## config.mk

```make
export PLATFORM = sky130hd
export DESIGN_NAME = seven_segment_scan_driver_flat
export DESIGN_NICKNAME = d
export VERILOG_FILES = /design/src/rtl/seven_segment_scan_driver_if.sv /design/src/rtl/seven_segment_scan_driver.sv /design/src/flat_wrapper.sv
export SDC_FILE = /design/constraint.sdc
export NUM_CORES = 1
export LEC_CHECK = 0
export CAP_MARGIN = 40
export CELL_PAD_IN_SITES_DETAIL_PLACEMENT = 1
export CELL_PAD_IN_SITES_GLOBAL_PLACEMENT = 2
export CORE_MARGIN = 2
export CORE_UTILIZATION = 32
export CTS_BUF_LIST = sky130_fd_sc_hd__clkbuf_2 sky130_fd_sc_hd__clkbuf_4 sky130_fd_sc_hd__clkbuf_8
export DETAILED_ROUTE_END_ITERATION = 10
export PLACE_DENSITY = 0.84
export SLEW_MARGIN = 40
export SYNTH_ARGS = -nofsm -noshare
export SYNTH_HDL_FRONTEND = slang
export SYNTH_SLANG_ARGS = --single-unit
```

## constraint.sdc

```tcl
create_clock -name clk -period 2.5 [get_ports clk]
set_clock_uncertainty 0.05 [all_clocks]
set_input_delay 0.25 -clock clk [delete_from_list [all_inputs] [get_ports clk]]
set_output_delay 0.25 -clock clk [all_outputs]
set_load 0.02 [all_outputs]
```

## src/rtl/seven_segment_scan_driver_if.sv

```systemverilog
// Connection bundle between a datapath that publishes digit frames and the
// multiplexed 7-segment scan driver that lights the board pins.
interface seven_segment_scan_driver_if #(
  parameter int NUM_DIGITS = 4
);
  localparam int IDX_W = (NUM_DIGITS > 1) ? $clog2(NUM_DIGITS) : 1;

  logic                    load;
  logic [4*NUM_DIGITS-1:0] value;
  logic [NUM_DIGITS-1:0]   dp_in;
  logic [NUM_DIGITS-1:0]   blank_mask;
  logic                    lz_suppress;
  logic                    load_ack;
  logic [6:0]              seg;
  logic                    dp_out;
  logic [NUM_DIGITS-1:0]   an;
  logic [IDX_W-1:0]        digit_idx;

  // The datapath side publishes frames and watches the acknowledge.
  modport master (
    output load, value, dp_in, blank_mask, lz_suppress,
    input  load_ack, seg, dp_out, an, digit_idx
  );

  modport slave (
    input  load, value, dp_in, blank_mask, lz_suppress,
    output load_ack, seg, dp_out, an, digit_idx
  );
endinterface

```

## src/rtl/seven_segment_scan_driver.sv

```systemverilog
// Time-multiplexed N-digit 7-segment driver: double-buffered frame, hex/BCD
// decode, leading-zero suppression, anti-ghost dead time, registered pin outputs.
module seven_segment_scan_driver #(
  parameter int NUM_DIGITS   = 4,
  parameter int SCAN_DIV     = 1000,
  parameter int BLANK_CYCLES = 8,
  parameter bit HEX_MODE     = 1'b1,
  parameter bit SEG_ACT_LOW  = 1'b0,
  parameter bit AN_ACT_LOW   = 1'b0
) (
  input logic                        clk,
  input logic                        rst,
  seven_segment_scan_driver_if.slave bus
);

  localparam int IDX_W = (NUM_DIGITS > 1) ? $clog2(NUM_DIGITS) : 1;
  localparam int PRE_W = $clog2(SCAN_DIV);

  localparam logic [PRE_W-1:0]      PRE_LAST  = PRE_W'(SCAN_DIV - 1);
  localparam logic [PRE_W-1:0]      PRE_BLANK = PRE_W'(BLANK_CYCLES);
  localparam logic [IDX_W-1:0]      IDX_LAST  = IDX_W'(NUM_DIGITS - 1);
  localparam logic [6:0]            SEG_OFF   = {7{SEG_ACT_LOW}};
  localparam logic                  DP_OFF    = SEG_ACT_LOW;
  localparam logic [NUM_DIGITS-1:0] AN_OFF    = {NUM_DIGITS{AN_ACT_LOW}};

  logic [PRE_W-1:0]        prescaler;
  logic [IDX_W-1:0]        digit_idx;
  logic                    tick;
  logic                    frame_end;
  logic                    dead;

  logic [4*NUM_DIGITS-1:0] act_value;
  logic [NUM_DIGITS-1:0]   act_dp;
  logic [NUM_DIGITS-1:0]   act_blank;
  logic [4*NUM_DIGITS-1:0] pend_value;
  logic [NUM_DIGITS-1:0]   pend_dp;
  logic [NUM_DIGITS-1:0]   pend_blank;
  logic                    pend;
  logic                    load_ack_q;

  logic [NUM_DIGITS-1:0]   zero_from;
  logic [3:0]              cur_code;
  logic                    cur_dp;
  logic                    cur_blank;
  logic                    cur_lz;
  logic [NUM_DIGITS-1:0]   cur_sel;

  logic [6:0]              seg_next;
  logic                    dp_next;
  logic [NUM_DIGITS-1:0]   an_next;
  logic [6:0]              seg_q;
  logic                    dp_q;
  logic [NUM_DIGITS-1:0]   an_q;

  function automatic logic [6:0] decode7(input logic [3:0] code);
    logic [6:0] s;
    s = 7'h00;
    case (code)
      4'h0: s = 7'h3F;
      4'h1: s = 7'h06;
      4'h2: s = 7'h5B;
      4'h3: s = 7'h4F;
      4'h4: s = 7'h66;
      4'h5: s = 7'h6D;
      4'h6: s = 7'h7D;
      4'h7: s = 7'h07;
      4'h8: s = 7'h7F;
      4'h9: s = 7'h6F;
      4'hA: s = 7'h77;
      4'hB: s = 7'h7C;
      4'hC: s = 7'h39;
      4'hD: s = 7'h5E;
      4'hE: s = 7'h79;
      4'hF: s = 7'h71;
    endcase
    if (!HEX_MODE && code > 4'd9) s = 7'h00;
    return s;
  endfunction

  always_comb begin
    tick      = (prescaler == PRE_LAST);
    frame_end = tick && (digit_idx == IDX_LAST);
  end

  always_ff @(posedge clk) begin
    if (rst) begin
      prescaler <= '0;
      digit_idx <= '0;
    end else if (tick) begin
      prescaler <= '0;
      digit_idx <= (digit_idx == IDX_LAST) ? '0 : digit_idx + 1'b1;
    end else begin
      prescaler <= prescaler + 1'b1;
    end
  end

  // The active frame only moves at frame_end, so a scan pass never mixes two frames.
  // A load landing exactly on frame_end bypasses the pending buffer and wins.
  always_ff @(posedge clk) begin
    if (rst) begin
      act_value  <= '0;
      act_dp     <= '0;
      act_blank  <= '0;
      pend_value <= '0;
      pend_dp    <= '0;
      pend_blank <= '0;
      pend       <= 1'b0;
      load_ack_q <= 1'b0;
    end else begin
      load_ack_q <= 1'b0;
      if (frame_end && bus.load) begin
        act_value  <= bus.value;
        act_dp     <= bus.dp_in;
        act_blank  <= bus.blank_mask;
        pend       <= 1'b0;
        load_ack_q <= 1'b1;
      end else if (frame_end && pend) begin
        act_value  <= pend_value;
        act_dp     <= pend_dp;
        act_blank  <= pend_blank;
        pend       <= 1'b0;
        load_ack_q <= 1'b1;
      end else if (bus.load) begin
        pend_value <= bus.value;
        pend_dp    <= bus.dp_in;
        pend_blank <= bus.blank_mask;
        pend       <= 1'b1;
      end
    end
  end

  // zero_from[i] is set when every active digit from i up to the top is code 0.
  always_comb begin
    logic run;
    run       = 1'b1;
    zero_from = '0;
    for (int i = NUM_DIGITS - 1; i >= 0; i--) begin
      run          = run && (act_value[4*i +: 4] == 4'h0);
      zero_from[i] = run;
    end
  end

  always_comb begin
    cur_code  = 4'h0;
    cur_dp    = 1'b0;
    cur_blank = 1'b0;
    cur_lz    = 1'b0;
    cur_sel   = '0;
    for (int i = 0; i < NUM_DIGITS; i++) begin
      if (digit_idx == IDX_W'(i)) begin
        cur_code   = act_value[4*i +: 4];
        cur_dp     = act_dp[i];
        cur_blank  = act_blank[i];
        cur_lz     = bus.lz_suppress && zero_from[i] && (i != 0);
        cur_sel[i] = 1'b1;
      end
    end
  end

  if (BLANK_CYCLES == 0) begin : g_no_dead
    assign dead = 1'b0;
  end else begin : g_dead
    assign dead = (prescaler < PRE_BLANK);
  end

  // An LZ-blanked digit still shows its decimal point; a masked digit does not.
  always_comb begin
    seg_next = SEG_OFF;
    dp_next  = DP_OFF;
    an_next  = AN_OFF;
    if (!dead) begin
      an_next = cur_sel ^ AN_OFF;
      if (!cur_blank) begin
        seg_next = (cur_lz ? 7'h00 : decode7(cur_code)) ^ SEG_OFF;
        dp_next  = cur_dp ^ DP_OFF;
      end
    end
  end

  always_ff @(posedge clk) begin
    if (rst) begin
      seg_q <= SEG_OFF;
      dp_q  <= DP_OFF;
      an_q  <= AN_OFF;
    end else begin
      seg_q <= seg_next;
      dp_q  <= dp_next;
      an_q  <= an_next;
    end
  end

  assign bus.seg       = seg_q;
  assign bus.dp_out    = dp_q;
  assign bus.an        = an_q;
  assign bus.digit_idx = digit_idx;
  assign bus.load_ack  = load_ack_q;

endmodule

```

## src/flat_wrapper.sv

```systemverilog
// flat-port wrapper written by rule: the top's interface ports become plain ports
module seven_segment_scan_driver_flat 
#(
  parameter int NUM_DIGITS   = 4,
  parameter int SCAN_DIV     = 1000,
  parameter int BLANK_CYCLES = 8,
  parameter bit HEX_MODE     = 1'b1,
  parameter bit SEG_ACT_LOW  = 1'b0,
  parameter bit AN_ACT_LOW   = 1'b0
)
  (clk, rst, bus_load, bus_value, bus_dp_in, bus_blank_mask, bus_lz_suppress, bus_load_ack, bus_seg, bus_dp_out, bus_an, bus_digit_idx);
  seven_segment_scan_driver_if #(.NUM_DIGITS(NUM_DIGITS)) bus_i ();
  input logic clk;
  input logic rst;
  input wire logic [$bits(bus_i.load)-1:0] bus_load;
  input wire logic [$bits(bus_i.value)-1:0] bus_value;
  input wire logic [$bits(bus_i.dp_in)-1:0] bus_dp_in;
  input wire logic [$bits(bus_i.blank_mask)-1:0] bus_blank_mask;
  input wire logic [$bits(bus_i.lz_suppress)-1:0] bus_lz_suppress;
  output wire logic [$bits(bus_i.load_ack)-1:0] bus_load_ack;
  output wire logic [$bits(bus_i.seg)-1:0] bus_seg;
  output wire logic [$bits(bus_i.dp_out)-1:0] bus_dp_out;
  output wire logic [$bits(bus_i.an)-1:0] bus_an;
  output wire logic [$bits(bus_i.digit_idx)-1:0] bus_digit_idx;
  assign bus_i.load = bus_load;
  assign bus_i.value = bus_value;
  assign bus_i.dp_in = bus_dp_in;
  assign bus_i.blank_mask = bus_blank_mask;
  assign bus_i.lz_suppress = bus_lz_suppress;
  assign bus_load_ack = bus_i.load_ack;
  assign bus_seg = bus_i.seg;
  assign bus_dp_out = bus_i.dp_out;
  assign bus_an = bus_i.an;
  assign bus_digit_idx = bus_i.digit_idx;
  seven_segment_scan_driver #(.NUM_DIGITS(NUM_DIGITS), .SCAN_DIV(SCAN_DIV), .BLANK_CYCLES(BLANK_CYCLES), .HEX_MODE(HEX_MODE), .SEG_ACT_LOW(SEG_ACT_LOW), .AN_ACT_LOW(AN_ACT_LOW)) u_core (.clk(clk), .rst(rst), .bus(bus_i));
endmodule
```

After elaboration in Yosys (flattened, before gate mapping)
Memories as Yosys holds them, arrays and structs flattened. A register that Yosys moved wholly into a read port is not among the register bits.
Cells that the tools add are included.
W data, S select, Z words.
Word-level totals
  flip-flop bits (word level): 67
  memories kept: 1
  word-level logic and storage cells: 69
  bits of input ports: 28
  output and inout bits: 15
  ROM bits: 112
Memories
  (name not given): words 16, bits a word 7, rd ports 1, clocked after Yosys merged registers in 1, write ports 0, RTL line seven_segment_scan_driver.sv:58  | case (code)
Operators by class
  reduce and logical (&&, ||, !) cells: 19
  add/sub/neg operators: 2
  equality and inequality tests: 4
  $lt $le $gt $ge: 1
  bitwise gates (word level): 2
  mux-type cells: 28
Operators with widths (count)
  $mux W16: 2
  $mux W4: 8
  $mux W1: 17
  $logic_not A4 Y1: 3
  $add A10 B1 Y10 const B: 1
  $eq A10 B10 Y1 const B: 1
  $lt A10 B4 Y1 const B: 1
  $logic_and A1 B1 Y1: 8
  $reduce_or A3 Y1: 2
  $eq A2 B2 Y1 const B: 2
  $reduce_or A2 Y1: 2
  $reduce_or A4 Y1: 1
  $reduce_and A3 Y1: 1
  $add A2 B1 Y2 const B: 1
  $eq A2 B1 Y1 const B: 1
  $logic_not A2 Y1: 1
  $mux W2: 1
  $not A1 Y1: 2
  $reduce_bool A2 Y1: 1

Depth between registers and ports, before layout
  word-level depth: 8
  mapped depth: 11
  mapped depth without buffers: 10

Least setup slack after synthesis
Ideal clock, no wire load.
  kind: register to register
  from: register u_core.digit_idx[0] (netlist: u_core.bus.digit_idx[0])
  to: register u_core.seg_q[4] (netlist: u_core.bus.seg[4])
  setup slack: -3 ps
  required time: 2312 ps
  cell stages (with the launch flop): 11
  library setup time: 138 ps
  clock period less this slack: 2503 ps
  arrival: 2315 ps
  path buffers: 1
  cells stage by stage: dfxtp_1 inv_1 ha_1 clkbuf_1 nor3b_1 a211oi_1 inv_1 ha_1 mux2_2 nor2_1 a211oi_1
On the way
  word-level cells in the longest chain between the ends: 6
  elaborated cells on any way between the ends: 16
  classes of those cells: eq/ne (3); mux (11); reduce/logical (2)
Ends and longest elaborated chain
  from (decl): RTL line seven_segment_scan_driver.sv:27  | logic [IDX_W-1:0] digit_idx;
  from (signal assigned): RTL line seven_segment_scan_driver.sv:91  | digit_idx <= (digit_idx == IDX_LAST) ? '0 : digit_idx + 1'b1;
  $logic_not A2 Y1: RTL line seven_segment_scan_driver.sv:150  | if (digit_idx == IDX_W'(i)) begin
  $mux W1 (4 in a row): RTL line seven_segment_scan_driver.sv:150
  $reduce_or A4 Y1 (no source line)
  to (decl): RTL line seven_segment_scan_driver.sv:51  | logic [6:0] seg_q;
Several ways; a longest one is shown, not always the timed one.
A chain may end at the register's enable or synchronous reset.

Worst setup path in the final report
  from: register u_core.digit_idx[0] (netlist: u_core.bus.digit_idx[0])
  to: register u_core.seg_q[5] (netlist: u_core.bus.seg[5])
The elaborated chain is that of the path after synthesis.

==> impl_metrics.json <==
{
  "switching_share_pct": 22.3,
  "vdd_drop_max_mv": 0.231,
  "diodes": 0,
  "arrival_ns": 2.42,
  "use_met3_pct": 3.80,
  "grt_pass1_vias": 2776,
  "synth_edf_count": 0,
  "layout_common_cells": "dfxtp_1, nor2_1, clkdlybuf4s50_1, nand2_1, mux2i_1",
  "multiInputGateArea_sq_um": 1840,
  "start_util_pct": 32.5,
  "syn2layout_area_growth_pct": 22.7,
  "cap_violations": 0,
  "leakage_uw": 0.00168,
  "async_reset_ff_share_pct": 0,
  "syn_avg_cell_area_sq_um": 9.28,
  "path_class": "reg2reg",
  "rsz0062_at_grt": "no",
  "min_from": "u_core.act_blank[2]",
  "synth_area_sq_um": 3490,
  "drt_iter0_markers": 100,
  "clk_pin_slew_worst_paths_ns": 0.08,
  "io_pins": 43,
  "outcome": "finished clean",
  "setup_viol": 0,
  "use_met2_pct": 24.4,
  "crit_path_start_kind": "register",
  "route.detailed.wl_per_inst_microns": 14.2,
  "grt_max_degree": 26,
  "crit_path_end_kind": "register",
  "worstReg2RegStart": "u_core.bus.digit_idx[0]",
  "syn_inst": 376,
  "worst_r2r_path_depth": 9,
  "grt_busiest_layer": "met2",
  "rows": 38,
  "slew_viol_final": 0,
  "synth-seq-cells": 74,
  "fin_area_sq_um": 4280,
  "fin_util_pct": 39.8,
  "whs_path_depth": 2,
  "netSwitchingPower_uw": 540,
  "tns_ns": 0,
  "period_share_pct": 90.1,
  "whs_ns": 0.408,
  "fillers": 1284,
  "ys_warn_count": 0,
  "syn_nets": 416,
  "mostFrequentLayoutCell": "dfxtp_1",
  "min_to": "u_core.act_blank[2]",
  "timing.fmax_ghz": 0.444,
  "layout-drive-gt1-share_pct": 12.9,
  "worst_ep_required_time_ns": 2.66,
  "ant_nets": 0,
  "clk_latency_ns": 0.35,
  "fin_crit_ns": 2.25,
  "hp-class": "reg2reg",
  "vias_per_cell": 4.84,
  "grt_overflow": 0,
  "dominantRegCellSynth": "dfxtp_1",
  "regArea_sq_um": 1480,
  "ys_seq_area_share_pct": 42.5,
  "power_density_nw_per_um2": 565,
  "final_hold_viol_count": 0,
  "dieWidth_microns": 108,
  "cts.sinks": 74,
  "yosys.area.top_type_share_pct": 42.5,
  "core_sq_um": 10700,
  "first_pass_iters": 4,
  "yosysUniqueCellTypes": 47,
  "place.gp.congestion": 0.761,
  "grt_usage_pct": 15.0,
  "numCtsBuffers": 9,
  "cts_tree": "done",
  "p_comb_share_pct": 7.1,
  "antenna_found_initial": 0,
  "clk_path_buf_depth": 2,
  "grt.met1_usage_pct": 19.6,
  "io_buffers": 42,
  "die_h_microns": 108,
  "worst-path-max-fanout": 16,
  "nets": 464,
  "root_buffer": "clkbuf_8",
  "pwr-share-seq_pct": 50.5,
  "dpl.hpwl_microns": 5780,
  "rr_endpoint": "u_core.bus.seg[5]",
  "clkPwrFrac_pct": 42.3,
  "max_slew.worst_pin.slew_ns": 0.573,
  "rrSetupSlack_ns": 0.25,
  "startpoint": "u_core.bus.digit_idx[0]",
  "grt_pass1_wl_microns": 13800,
  "post_cts_buffers": 0,
  "ctsHtreeMaxLevel": 3,
  "dpl_cell_area_sq_um": 4060,
  "dieArea_sq_um": 11800,
  "internal_power_uw": 1880,
  "synth_area_leaders": "dfxtp_1, mux2i_1, nor2_1",
  "wl_microns": 8080,
  "vias": 2750,
  "synth_largest_area_cell": "dfxtp_1",
  "slew_headroom_pct": 61.6,
  "drc": 0
}
-- layer usage --
metal  part of all wire [%]  wire length (microns)
met5                      0                      0
met4                    1.1                     92
met3                    2.9                    237
met2                     47                   3820
met1                     49                   3930
-- what timing repair did --
action | in CTS | in global routing
endpoints found under the setup margin | 0 | 6
hold buffers | 0 | 0
resized for setup | 0 | 4
-- cell families after synthesis --
logic type	synth area share, %
AO/OA/AOI/OAI	13.1
buffers and inverters	5.74
multiplexers	8.64
XOR/XNOR	1.51
AND/OR/NAND/NOR	24.3
adder cells (fa/ha/maj)	4.30
flip-flops	42.5
-- state kept, by name (all words and copies together), names as in the netlist --
| signal | flops |
|---|---|
| u_core.pend_dp | 4 |
| u_core.bus.load_ack | 1 |
| u_core.bus.dp_out | 1 |
| u_core.bus.digit_idx | 2 |
| u_core.prescaler | 10 |
| u_core.pend | 1 |
| u_core.pend_blank | 4 |
| u_core.pend_value | 16 |
| u_core.bus.seg | 7 |
| u_core.act_dp | 4 |
| u_core.act_value | 16 |
| u_core.act_blank | 4 |
| u_core.bus.an | 4 |
-- synth_stat cells (all sizes together), types with 2 or more instances --
cell,instances
or3,2
nor2b,19
nor2,66
mux2i,29
a211oi,12
nand3,7
a21oi,8
nor3b,4
and2,7
and2b,11
and3,4
xor2,5
clkbuf,8
buf,12
o31ai,24
o21ai,5
dfxtp,74
nor4,5
nand3b,6
inv,10
nor3,3
nand2,30
ha,12
-- how the worst max path moves through the flow --
stage | slack [ns] | cells after the start | end
final | 0.25 | 9 | u_core.bus.seg[5]
after global routing | 0.002 | 9 | u_core.bus.seg[5]
after CTS | 0.06 | 9 | u_core.bus.seg[5]
after detailed placement | 0.07 | 9 | u_core.bus.seg[5]
after global placement | 0.19 | 9 | u_core.bus.seg[5]
after floorplan | 0.14 | 10 | u_core.bus.seg[4]
-- per-stage QoR --
stage,instances,worst slack [ns],power [uW]
2_1_floorplan,376,0.140,1350
3_3_place_gp,553,0.191,1420
3_5_place_dp,553,0.0745,1430
4_1_cts,568,0.0636,2460
5_1_grt,568,0.00203,2530
6_report,568,0.248,2420
-- layout make-up --
type	count	share of cell area, %
tap	140	4.09
multi-input combinational	272	42.9
clock inverter	5	1.84
inverter	10	0.877
sequential	74	34.6
clock buffer	10	3.21
timing repair buffer	57	12.4
-- power groups by stage --
stage	Sequential (uW)	Combinational (uW)	Clock, uW
after global placement	1250	171	0
after global routing	1230	194	1100
after CTS	1220	177	1060
after detailed placement	1250	176	0
final	1220	173	1020
after floorplan	1250	101	0
-- worst max-delay path: stages (launching register included) --
cell      delay, ns
dfxtp_1        0.44
ha_2           0.41
a211oi_1       0.08
a211o_2        0.42
inv_1          0.12
ha_1           0.17
inv_1          0.05
and2_1         0.14
nor3_1         0.18
a211oi_1       0.07
Note: power is estimated with default switching activity, not from simulation.
